File: config.mk
export PLATFORM = sky130hd
export DESIGN_NAME = axi_rd_arbiter
export DESIGN_NICKNAME = d
export VERILOG_FILES = /design/src/rtl/axi_rd_arbiter.sv
export SDC_FILE = /design/constraint.sdc
export NUM_CORES = 1
export LEC_CHECK = 0
export ABC_AREA = 1
export CAP_MARGIN = 20
export CORE_AREA = 2 2 184 186
export CTS_CLUSTER_SIZE = 14
export DETAILED_ROUTE_END_ITERATION = 10
export DIE_AREA = 0 0 186 188
export SLEW_MARGIN = 20
export SYNTH_ARGS = -nofsm -noshare
export SYNTH_HDL_FRONTEND = slang
export SYNTH_SLANG_ARGS = --single-unit
File: constraint.sdc
create_clock -name clk -period 3.6 [get_ports clk]
set_clock_uncertainty 0.15 [all_clocks]
set_input_delay 0.72 -clock clk [delete_from_list [all_inputs] [get_ports clk]]
set_output_delay 0.72 -clock clk [all_outputs]
set_load 0.1 [all_outputs]
File: src/rtl/axi_rd_arbiter.sv
// axi_rd_arbiter: shares one AXI4 AR/R channel pair between the instruction
// fetcher (IF) and the data-memory load path (DM). One burst outstanding.
// Optional feature: define AXI_RD_ARB_RR_EN for round-robin arbitration;
// otherwise DM has fixed priority over IF.
module axi_rd_arbiter #(
  parameter int ID_WIDTH   = 13,
  parameter int ADDR_WIDTH = 64,
  parameter int DATA_WIDTH = 64,
  parameter int IF_ARID    = 0,
  parameter int DM_ARID    = 1
) (
  input  logic                  clk,
  input  logic                  reset,
  input  logic                  if_req,
  input  logic [ADDR_WIDTH-1:0] if_addr,
  input  logic [7:0]            if_len,
  output logic                  if_gnt,
  output logic                  if_rvalid,
  output logic [DATA_WIDTH-1:0] if_rdata,
  output logic                  if_rlast,
  output logic [1:0]            if_rresp,
  input  logic                  dm_req,
  input  logic [ADDR_WIDTH-1:0] dm_addr,
  input  logic [7:0]            dm_len,
  output logic                  dm_gnt,
  output logic                  dm_rvalid,
  output logic [DATA_WIDTH-1:0] dm_rdata,
  output logic                  dm_rlast,
  output logic [1:0]            dm_rresp,
  output logic [ID_WIDTH-1:0]   m_axi_arid,
  output logic [ADDR_WIDTH-1:0] m_axi_araddr,
  output logic [7:0]            m_axi_arlen,
  output logic [2:0]            m_axi_arsize,
  output logic [1:0]            m_axi_arburst,
  output logic                  m_axi_arlock,
  output logic [3:0]            m_axi_arcache,
  output logic [2:0]            m_axi_arprot,
  output logic                  m_axi_arvalid,
  input  logic                  m_axi_arready,
  input  logic [ID_WIDTH-1:0]   m_axi_rid,
  input  logic [DATA_WIDTH-1:0] m_axi_rdata,
  input  logic [1:0]            m_axi_rresp,
  input  logic                  m_axi_rlast,
  input  logic                  m_axi_rvalid,
  output logic                  m_axi_rready,
  output logic                  proto_err
);

  typedef enum logic [1:0] {IDLE, ADDR, DATA} state_t;

  state_t     state, state_nxt;
  logic       own_dm;   // burst owner: 0 = IF, 1 = DM
  logic       pick_dm;  // arbitration winner in IDLE
  logic       any_req;
  logic       ar_hs;
  logic       beat;
  logic [7:0] cnt;

  assign any_req = if_req | dm_req;
  assign ar_hs   = (state == ADDR) && m_axi_arready;
  assign beat    = (state == DATA) && m_axi_rvalid;

`ifdef AXI_RD_ARB_RR_EN
  logic last_dm;  // requester granted most recently
  assign pick_dm = dm_req && (!if_req || !last_dm);

  // Round-robin pointer follows every grant
  always_ff @(posedge clk or posedge reset)
    if (reset)      last_dm <= 1'b0;
    else if (ar_hs) last_dm <= own_dm;
`else
  assign pick_dm = dm_req;
`endif

  // State register
  always_ff @(posedge clk or posedge reset)
    if (reset) state <= IDLE;
    else       state <= state_nxt;

  // Next-state logic
  always_comb begin
    state_nxt = state;
    case (state)
      IDLE:    if (any_req) state_nxt = ADDR;
      ADDR:    if (m_axi_arready) state_nxt = DATA;
      DATA:    if (m_axi_rvalid && m_axi_rlast) state_nxt = IDLE;
      default: state_nxt = IDLE;
    endcase
  end

  // Registered AR fields and channel handshake signals; fields captured once
  // in IDLE so they hold steady through any AR stall
  always_ff @(posedge clk or posedge reset)
    if (reset) begin
      own_dm        <= 1'b0;
      m_axi_arid    <= '0;
      m_axi_araddr  <= '0;
      m_axi_arlen   <= '0;
      m_axi_arsize  <= '0;
      m_axi_arburst <= '0;
      m_axi_arprot  <= '0;
      m_axi_arvalid <= 1'b0;
      m_axi_rready  <= 1'b0;
    end else begin
      if (state == IDLE && any_req) begin
        own_dm        <= pick_dm;
        m_axi_arid    <= pick_dm ? ID_WIDTH'(DM_ARID) : ID_WIDTH'(IF_ARID);
        m_axi_araddr  <= pick_dm ? dm_addr : if_addr;
        m_axi_arlen   <= pick_dm ? dm_len : if_len;
        m_axi_arsize  <= 3'b011;
        m_axi_arburst <= 2'b01;
        m_axi_arprot  <= pick_dm ? 3'b000 : 3'b100;
      end
      m_axi_arvalid <= (state_nxt == ADDR);
      m_axi_rready  <= (state_nxt == DATA);
    end

  // Beat counter, cleared as the burst enters DATA
  always_ff @(posedge clk or posedge reset)
    if (reset)      cnt <= '0;
    else if (ar_hs) cnt <= '0;
    else if (beat)  cnt <= cnt + 8'd1;

  // Sticky protocol error: wrong RID, early rlast or missing rlast
  always_ff @(posedge clk or posedge reset)
    if (reset) proto_err <= 1'b0;
    else if (beat && ((m_axi_rid != m_axi_arid) ||
                      ( m_axi_rlast && cnt != m_axi_arlen) ||
                      (!m_axi_rlast && cnt == m_axi_arlen)))
      proto_err <= 1'b1;

  assign m_axi_arlock  = 1'b0;
  assign m_axi_arcache = 4'b0000;

  assign if_gnt    = ar_hs && !own_dm;
  assign dm_gnt    = ar_hs &&  own_dm;
  assign if_rvalid = beat  && !own_dm;
  assign dm_rvalid = beat  &&  own_dm;

  assign if_rdata = m_axi_rdata;
  assign dm_rdata = m_axi_rdata;
  assign if_rlast = m_axi_rlast;
  assign dm_rlast = m_axi_rlast;
  assign if_rresp = m_axi_rresp;
  assign dm_rresp = m_axi_rresp;

endmodule

==> impl_metrics.env, run 1 <==
export IMPL_critPathKind="register to primary output"
export IMPL_power_total_mw=8.34
export IMPL_hold_ws_ps=318
export IMPL_crit_slowest_cell="clkdlybuf4s50_1"
export IMPL_place_ws_ps=870
export IMPL_fin_util=0.238
export IMPL_cts_resized=0
export IMPL_ys_types=28
export IMPL_start_util=0.175
export IMPL_cts_inserted_buffers=9
export IMPL_critPathMaxStageDelay_ps=1160
export IMPL_r2r_start="state[1]"
export IMPL_io_pins=469
export IMPL_ys_ff_latch=88
export IMPL_finalInstanceArea_um2=7870
export IMPL_clockBufferDepth=2
export IMPL_firstDrtPassIters=4
export IMPL_placedCellCount=1208
export IMPL_die_area_um2=35000
export IMPL_track_usage=0.0956
export IMPL_port_buffers=249
export IMPL_worstPathRequired_ps=2730
export IMPL_worst_r2r_cell_count=7
export IMPL_leakage_nw=3.60
export IMPL_viasPerCell=3.74
export IMPL_regArea_um2=2200
export IMPL_vias=4581
export IMPL_synth_cell_area_um2=5800
export IMPL_yosysTopAreaCell="dfrtp_1"
export IMPL_insertedDiodeCount=0
export IMPL_relSlewSlack=0.326
export IMPL_htree_levels=3
export IMPL_drt_iter0_markers=105
export IMPL_p_per_area_nw_per_um2=1060
export IMPL_route_detailed_drc=0
export IMPL_cpLargestDelayFamily="buffers and inverters"
export IMPL_wl_um=17200
export IMPL_avgSynthCellArea_um2=8.63
export IMPL_max_freq_mhz=366
export IMPL_setup_ws_ps=866
export IMPL_worst_path_buf_inv=1
export IMPL_dieWidth_um=186
export IMPL_dp_hpwl_um=12400
export IMPL_finalNetCount=1002
export IMPL_worstMarginPinSlew_ps=1010
export IMPL_globalplace_congestion=0.698
export IMPL_place_area_um2=7580
export IMPL_critPathLaunchType="register"
export IMPL_finalSetupTns_ps=0
export IMPL_grt_pass1_wl_um=25400
export IMPL_synth_warnings=0
export IMPL_overflow=0
export IMPL_ant_nets=0
export IMPL_post_drt_wl_per_cell_um=14.1
export IMPL_core_um2=33100
export IMPL_max_cap_viol_count=0
export IMPL_regToRegEndpoint="m_axi_araddr[42]"
export IMPL_outcome="finished, final reports clean"
export IMPL_insertion_delay_ps=350
export IMPL_rows=67
export IMPL_ir_drop_uv=555
export IMPL_synth_seq_area_share=0.380
export IMPL_multi_input_area_um2=1970
export IMPL_syn_inst=672
export IMPL_stdcell_count=1224
export IMPL_path_clk_slew_ps=70
export IMPL_critPathLaunch="m_axi_araddr[9]"
export IMPL_path_cells="clkdlybuf4s50_1"
export IMPL_setup_viol=0
export IMPL_grt_max_degree=73
export IMPL_tritoncts="built"
export IMPL_cts_hold_buf=0
export IMPL_drive_above_1_share=0.183
export IMPL_finalCritPeriodShare=0.760
export IMPL_hold_class="register to register"
export IMPL_cp_arrival_ps=1860
export IMPL_cts_root_buf="clkbuf_16"
export IMPL_antenna_found_initial=0
export IMPL_fillers=3582
export IMPL_grt_pass1_vias=4600
export IMPL_r2r_setup_slack_ps=1700
export IMPL_synth_area_top_cells="dfrtp_1, buf_4, o211ai_2, nand3_1, nand2_1"
export IMPL_path_max_fanout=2
export IMPL_area_growth_pct=35.7
export IMPL_hold_viol_final=0
export IMPL_period_minus_slack_ps=2730
export IMPL_worst_setup_path_end_kind="primary output"
export IMPL_rsz0062_at_grt="no"
export IMPL_slew_viol_final=0
export IMPL_cts_setup_buffers=0
export IMPL_synth_top_area_share=0.380
export IMPL_crit_end="m_axi_araddr[9]"
export IMPL_worst_path_stages=1
export IMPL_chipHeight_um=188
export IMPL_clkSinkCount=88
==> Yosys cell counts <==
cell / n
a21oi_1: 4
buf_6: 6
dfrtp_1: 88
o211ai_2: 60
o21a_1: 1
o221ai_1: 4
nor2_4: 1
nand4_1: 2
o21ai_1: 3
o31ai_1: 2
buf_2: 2
or2_1: 2
o211ai_1: 8
o21ai_0: 2
xnor2_1: 5
nand3_2: 1
ha_1: 1
nand3_1: 80
buf_4: 159
clkbuf_1: 22
inv_2: 4
inv_1: 88
buf_1: 1
nor2_1: 20
conb_1: 1
nand2_1: 102
nand2_2: 1
nor3_1: 2
==> state kept, by name, indices dropped and copies added (netlist names), 2 cells and up <==
signal / flops
state: 2
cnt: 8
m_axi_arlen: 8
m_axi_araddr: 64
==> cell families (layout without fill, tap and decap cells) <==
logic type	count (synthesis)	after routing	share of synthesized area
buffers and inverters	282	366	0.294
and+or+nand+nor	211	211	0.159
DFF	88	88	0.380
AOI/OAI and AO/OA	84	84	0.157
xor gates and xnor gates	5	5	0.00755
adders and majority gates	1	1	0.00216
other	1	21	0.000647
==> power breakdown <==
part / internal (mW) / total [mW] / switching, mW
Clock: 0.490 / 0.930 / 0.440
Sequential: 1.43 / 1.71 / 0.280
Combinational: 1.35 / 5.70 / 4.35
==> final cells by class <==
class / count / share of cell area
repair buffers: 258 / 0.318
clock inverters: 6 / 0.00557
multi-input cells: 322 / 0.251
clock buffers: 10 / 0.0304
well taps: 448 / 0.0712
flip-flops and latches: 88 / 0.280
inverters: 92 / 0.0442
==> cell usage in the layout, fill, tap and decap left out, drive strengths merged <==
| cell | count |
|---|---|
| o211ai | 68 |
| xnor2 | 5 |
| nand4 | 2 |
| buf | 57 |
| a21oi | 4 |
| inv | 93 |
| dfrtp | 88 |
| nor3 | 2 |
| clkdlybuf4s50 | 201 |
| clkbuf | 10 |
| o21ai | 5 |
| nand3 | 81 |
| ha | 1 |
| nor2 | 21 |
| clkinv | 4 |
| clkinvlp | 1 |
| o21a | 1 |
| o31ai | 2 |
| or2 | 2 |
| o221ai | 4 |
| conb | 21 |
| nand2 | 103 |
==> worst min-delay path by stage <==
stage          cells after the start   endpoint  startpoint
5_1_grt                            2  proto_err   proto_err
3_3_place_gp                       2  proto_err   proto_err
3_5_place_dp                       2  proto_err   proto_err
6_report                           2  proto_err   proto_err
2_1_floorplan                      1     cnt[3]      cnt[3]
4_1_cts                            2  proto_err   proto_err
==> routing by layer <==
metal	routed length, µm	GRT usage
met2	8030	0.156
met1	6960	0.107
met3	1330	0.0301
met5	0	0
met4	873	0.0600
Power figures use the tool's default switching activity.
==> run 2, diff against run 1 <==
Clock period 3.6 ns to 2.6 ns, I/O delays scaled along.
==> impl_metrics.env, run 2 (synthesis gave the netlist of run 1 again) <==
export IMPL_wl_um=17900
export IMPL_setup_ws_ps=255
export IMPL_setup_viol=0
export IMPL_critPathMaxStageDelay_ps=510
export IMPL_route_detailed_drc=0
export IMPL_start_util=0.175
export IMPL_cp_arrival_ps=1680
export IMPL_track_usage=0.101
export IMPL_critPathLaunchType="primary input"
export IMPL_hold_viol_final=0
export IMPL_hp_start="proto_err"
export IMPL_slew_viol_final=0
export IMPL_r2r_setup_slack_ps=840
export IMPL_critPathKind="primary input to primary output"
export IMPL_finalCritPeriodShare=0.902
export IMPL_globalplace_congestion=0.688
export IMPL_clkSinkCount=88
export IMPL_grt_max_degree=79
export IMPL_place_ws_ps=240
export IMPL_cts_setup_buffers=0
export IMPL_fillers=3618
export IMPL_largest_reg_flops=64
export IMPL_path_cells="clkdlybuf4s50_1 > nand3_1 > nor2_1 > buf_12"
export IMPL_multi_input_area_um2=1980
export IMPL_cts_root_buf="clkbuf_16"
export IMPL_max_freq_mhz=426
export IMPL_finalInstanceArea_um2=7860
export IMPL_dieWidth_um=186
export IMPL_worst_setup_path_end_kind="primary output"
export IMPL_viasPerCell=3.77
export IMPL_insertion_delay_ps=350
export IMPL_tritoncts="built"
export IMPL_leakage_nw=3.67
export IMPL_htree_levels=3
export IMPL_io_pins=469
export IMPL_place_area_um2=7580
export IMPL_reg_largest_list="m_axi_araddr (64), cnt (8), m_axi_arlen (8)"
export IMPL_grt_pass1_wl_um=26400
export IMPL_mostFrequentLayoutCell="clkdlybuf4s50_1"
export IMPL_port_buffers=249
export IMPL_outcome="finished, final reports clean"
export IMPL_critPathLaunch="m_axi_arready"
export IMPL_worst_path_buf_inv=2
export IMPL_most_common_layout_cells="clkdlybuf4s50_1, nand2_1, buf_4"
export IMPL_path_max_fanout=3
export IMPL_finalNetCount=1007
export IMPL_firstDrtPassIters=4
export IMPL_hold_class="register to register"
export IMPL_relSlewSlack=0.570
export IMPL_antenna_found_initial=0
export IMPL_rows=67
export IMPL_use_met1=0.109
export IMPL_r2r_start="state[1]"
export IMPL_worstPathRequired_ps=1930
export IMPL_core_um2=33100
export IMPL_worstMarginPinSlew_ps=645
export IMPL_grtUsageMet2=0.170
export IMPL_cpLargestDelayFamily="buffers and inverters"
export IMPL_max_cap_viol_count=0
export IMPL_post_drt_wl_per_cell_um=14.6
export IMPL_regMostFlops="m_axi_araddr"
export IMPL_cts_resized=0
export IMPL_insertedDiodeCount=0
export IMPL_crit_slowest_cell="clkdlybuf4s50_1"
export IMPL_regArea_um2=2200
export IMPL_area_growth_pct=35.5
export IMPL_die_area_um2=35000
export IMPL_chipHeight_um=188
export IMPL_cts_hold_buf=0
export IMPL_rsz0062_at_grt="no"
export IMPL_drt_iter0_markers=128
export IMPL_ant_nets=0
export IMPL_period_minus_slack_ps=2350
export IMPL_dp_hpwl_um=13200
export IMPL_overflow=0
export IMPL_cts_inserted_buffers=9
export IMPL_clockBufferDepth=2
export IMPL_p_per_area_nw_per_um2=1470
export IMPL_drive_above_1_share=0.239
export IMPL_grt_pass1_vias=4766
export IMPL_use_met3=0.0373
export IMPL_vias=4636
export IMPL_path_clk_slew_ps=60
export IMPL_ir_drop_uv=1070
export IMPL_grt_busiest_layer="met2"
## run 2: changes by cell type in the layout (fill, tap and decap cells not counted), sizes merged
cell	change
buf	+44
clkdlybuf4s50	-39
clkinvlp	+3
clkinv	-2
inv	-2
clkbuf	+1
## run 2: per-stage QoR
step	utilization	cells	hold slack, ps	setup TNS (ps)	total power [mW]
2_1_floorplan	-	692	367	-299	9.41
3_3_place_gp	0.229	1213	327	0	10.3
3_5_place_dp	0.229	1213	319	0	10.4
4_1_cts	0.237	1229	343	0	11.7
5_1_grt	0.237	1229	359	0	12.1
6_report	0.237	1229	341	0	11.5
## run 2: cell type report
cell class / count / area share
Tap cell: 448 / 0.0713
Multi-Input combinational cell: 322 / 0.252
Sequential cell: 88 / 0.280
Clock buffer: 11 / 0.0309
Clock inverter: 5 / 0.00414
Timing Repair Buffer: 263 / 0.317
Inverter: 92 / 0.0444
## run 2: power breakdown
part | switching, mW | internal [mW]
Sequential | 0.421 | 1.98
Clock | 0.589 | 0.672
Combinational | 6.04 | 1.82
Total | 7.05 | 4.47
## run 2: final timing paths
| kind | endpoint | cells after the start |
|---|---|---|
| max | dm_gnt | 4 |
| min | proto_err | 2 |
| max reg2reg | m_axi_araddr[35] | 7 |
| min reg2reg | proto_err | 2 |
| max in group asynchronous | own_dm | 3 |
| min in group asynchronous | m_axi_araddr[37] | 3 |
## run 2: per-layer routing
layer | vias to the layer above | share of wire
met5 | - | 0
met4 | 0 | 0.044
met3 | 61 | 0.080
met2 | 192 | 0.48
met1 | 2198 | 0.40
li1 | 2185 | -
## run 2: worst register-to-register path, stage by stage (launching register included)
cell and delay (ps):
dfrtp_1 430, inv_2 80, nand2_2 60, nor2_4 120, inv_2 60, or2_4 350, buf_12 230, o211ai_2 190
==> RTL edit: new RTL, config.mk and constraints of run 2 <==
Build with the macro `AXI_RD_ARB_RR_EN` defined.
--- a/src/rtl/axi_rd_arbiter.sv
+++ b/src/rtl/axi_rd_arbiter.sv
@@ -3,4 +3,6 @@
 // Optional feature: define AXI_RD_ARB_RR_EN for round-robin arbitration;
 // otherwise DM has fixed priority over IF.
+`define AXI_RD_ARB_RR_EN
+
 module axi_rd_arbiter #(
   parameter int ID_WIDTH   = 13,
Formal check against the unedited RTL: not equivalent (Yosys sat finds a counterexample within 10 cycles, from zero or initial values and one cycle with reset high).
==> RTL edit against run 2 <==
Maximum frequency rose by 1.6%; sequential cell count rose by 1; critical path depth stayed put; sequential share of layout area rose by 0.97 points; routed wire length up 4.8%; synthesized area is 2.3% lower; setup slack better by 0.036 ns; register-to-register slack hardly changed; total power is 0.70% higher; design area shrank 2.2%; combinational power fell by 2%.
==> RTL edit: results (changes against run 2) <==
* FFs & Latches at 89 (was 88)
* Worst R2R End: m_axi_araddr[26] (was m_axi_araddr[35])
* Layout Nets at 1,010 (was 1,007)
* Later-pin clock latency in the skew report at 0.37 ns (was 0.35 ns)
* GRT Overall Usage at 10.51% (was 10.08%)
* Non-filler cells, final at 1,232 (was 1,229)
* Clock buffer count at 10 (was 11)
* Peak supply drop at 0.9289 mV (was 1.067 mV)
* Crit path launch: m_axi_rvalid (was m_axi_arready)
* Status: completed (unchanged)
* Non-clock buffer share of cell area at 32.48% (was 31.72%)
* Psw at 7157 µW (was 7049 µW)
* Initial DRC Count at 232 (was 128)
* Placed inst area at 0.007367 mm² (was 0.007581 mm²)
* Largest net degree at the start of global routing at 90 (was 79)
* Seq/Total Area, Yosys at 39.32% (was 37.97%)
* Share of layout cells above drive strength 1 at 16.71% (was 23.94%)
* R2r worst-path depth at 6 (was 7)
* CP top delay family: buffers and inverters (unchanged)
* Post-Synth Adder-Cell Area at 0.2209% (was 0.2157%)
* Clock-cell share at 4.089% (was 3.504%)
* Fraction of area in registers at 28.99% (was 28.03%)
* Vias in the first global route at 4,922 (was 4,766)
* Synth Area in Compound Gates at 1.988% (was 15.75%)
* Wire length per cell at 15.23 µm (was 14.57 µm)
* Worst setup endpoint: dm_rvalid (was dm_gnt)
* Cts bufs inserted at 9 (unchanged)
* Register area at 0.002227 mm² (was 0.002202 mm²)
* Cells after Synth at 690 (was 672)
* Non-CTS buffers at 262 (was 263)
* DP HPWL at 13.69 mm (was 13.18 mm)
* Slew headroom at 53.29% (was 57.02%)
* Comb power at 7740 µW (was 7860 µW)
* Vias post-DR at 4,980 (was 4,636)
* CP peak stage delay at 0.54 ns (was 0.51 ns)
* First-pass GRT wire length at 27.56 mm (was 26.35 mm)
* Synth cell count leaders: 170 x buf_4, 148 x nand3_1, 103 x nand2_1, 89 x dfrtp_1, 70 x nand4_1 (was 159 x buf_4, 102 x nand2_1, 88 x dfrtp_1, 88 x inv_1, 80 x nand3_1)
* Leakage at 0.003353 µW (was 0.003673 µW)
* Arr. time, crit path at 1.64 ns (was 1.68 ns)
* H-tree levels at 3 (unchanged)
* Synth area leaders: dfrtp_1 39%, buf_4 23%, nand3_1 13%, nand4_1 7.7%, nand2_1 6.8% (was dfrtp_1 38%, buf_4 21%, o211ai_2 13%, nand3_1 6.9%, nand2_1 6.6%)
* Fraction of area in multi-input gates at 25.92% (was 25.16%)
* Inverters at 24 (was 92)
* Layout fillers at 3,635 (was 3,618)
* GPL Wtd Cong at 0.7248 (was 0.6882)
* Multi-input comb cells at 393 (was 322)
* Post-Synth XOR/XNOR Area at 0.7731% (was 0.7551%)
* Max FO, Critical Path at 9 (was 3)
RTL edit: worst min path at each step:
stage | slack, ns | to | cells after the start
global placement | 0.30 | proto_err | 2
finish | 0.32 | proto_err | 2
global route | 0.36 | proto_err | 2
floorplan | 0.30 | last_dm | 2
detailed placement | 0.30 | proto_err | 2
CTS | 0.32 | proto_err | 2
RTL edit: through the flow:
step | power (µW) | hold WS, ns | TNS (ns) | worst slack, ns
final | 11600 | 0.3153 | 0 | 0.2910
after global routing | 12160 | 0.3649 | 0 | 0.2173
after CTS | 11760 | 0.3193 | 0 | 0.2708
after detailed placement | 10270 | 0.3007 | 0 | 0.2794
after global placement | 10210 | 0.3026 | 0 | 0.2715
after floorplan | 9386 | 0.3034 | -0.2873 | -0.1436
RTL edit: routing by layer:
layer	global-route usage [%]	part of all wire [%]
met2	17.40	48
met5	0	0
met1	11.41	38
met3	3.438	9.2
met4	6.905	4.3
RTL edit: tightest hold or removal path: stages, from the launching register on:
cell and delay (ns):
dfrtp_1 0.35, inv_1 0.04, nand2_1 0.05
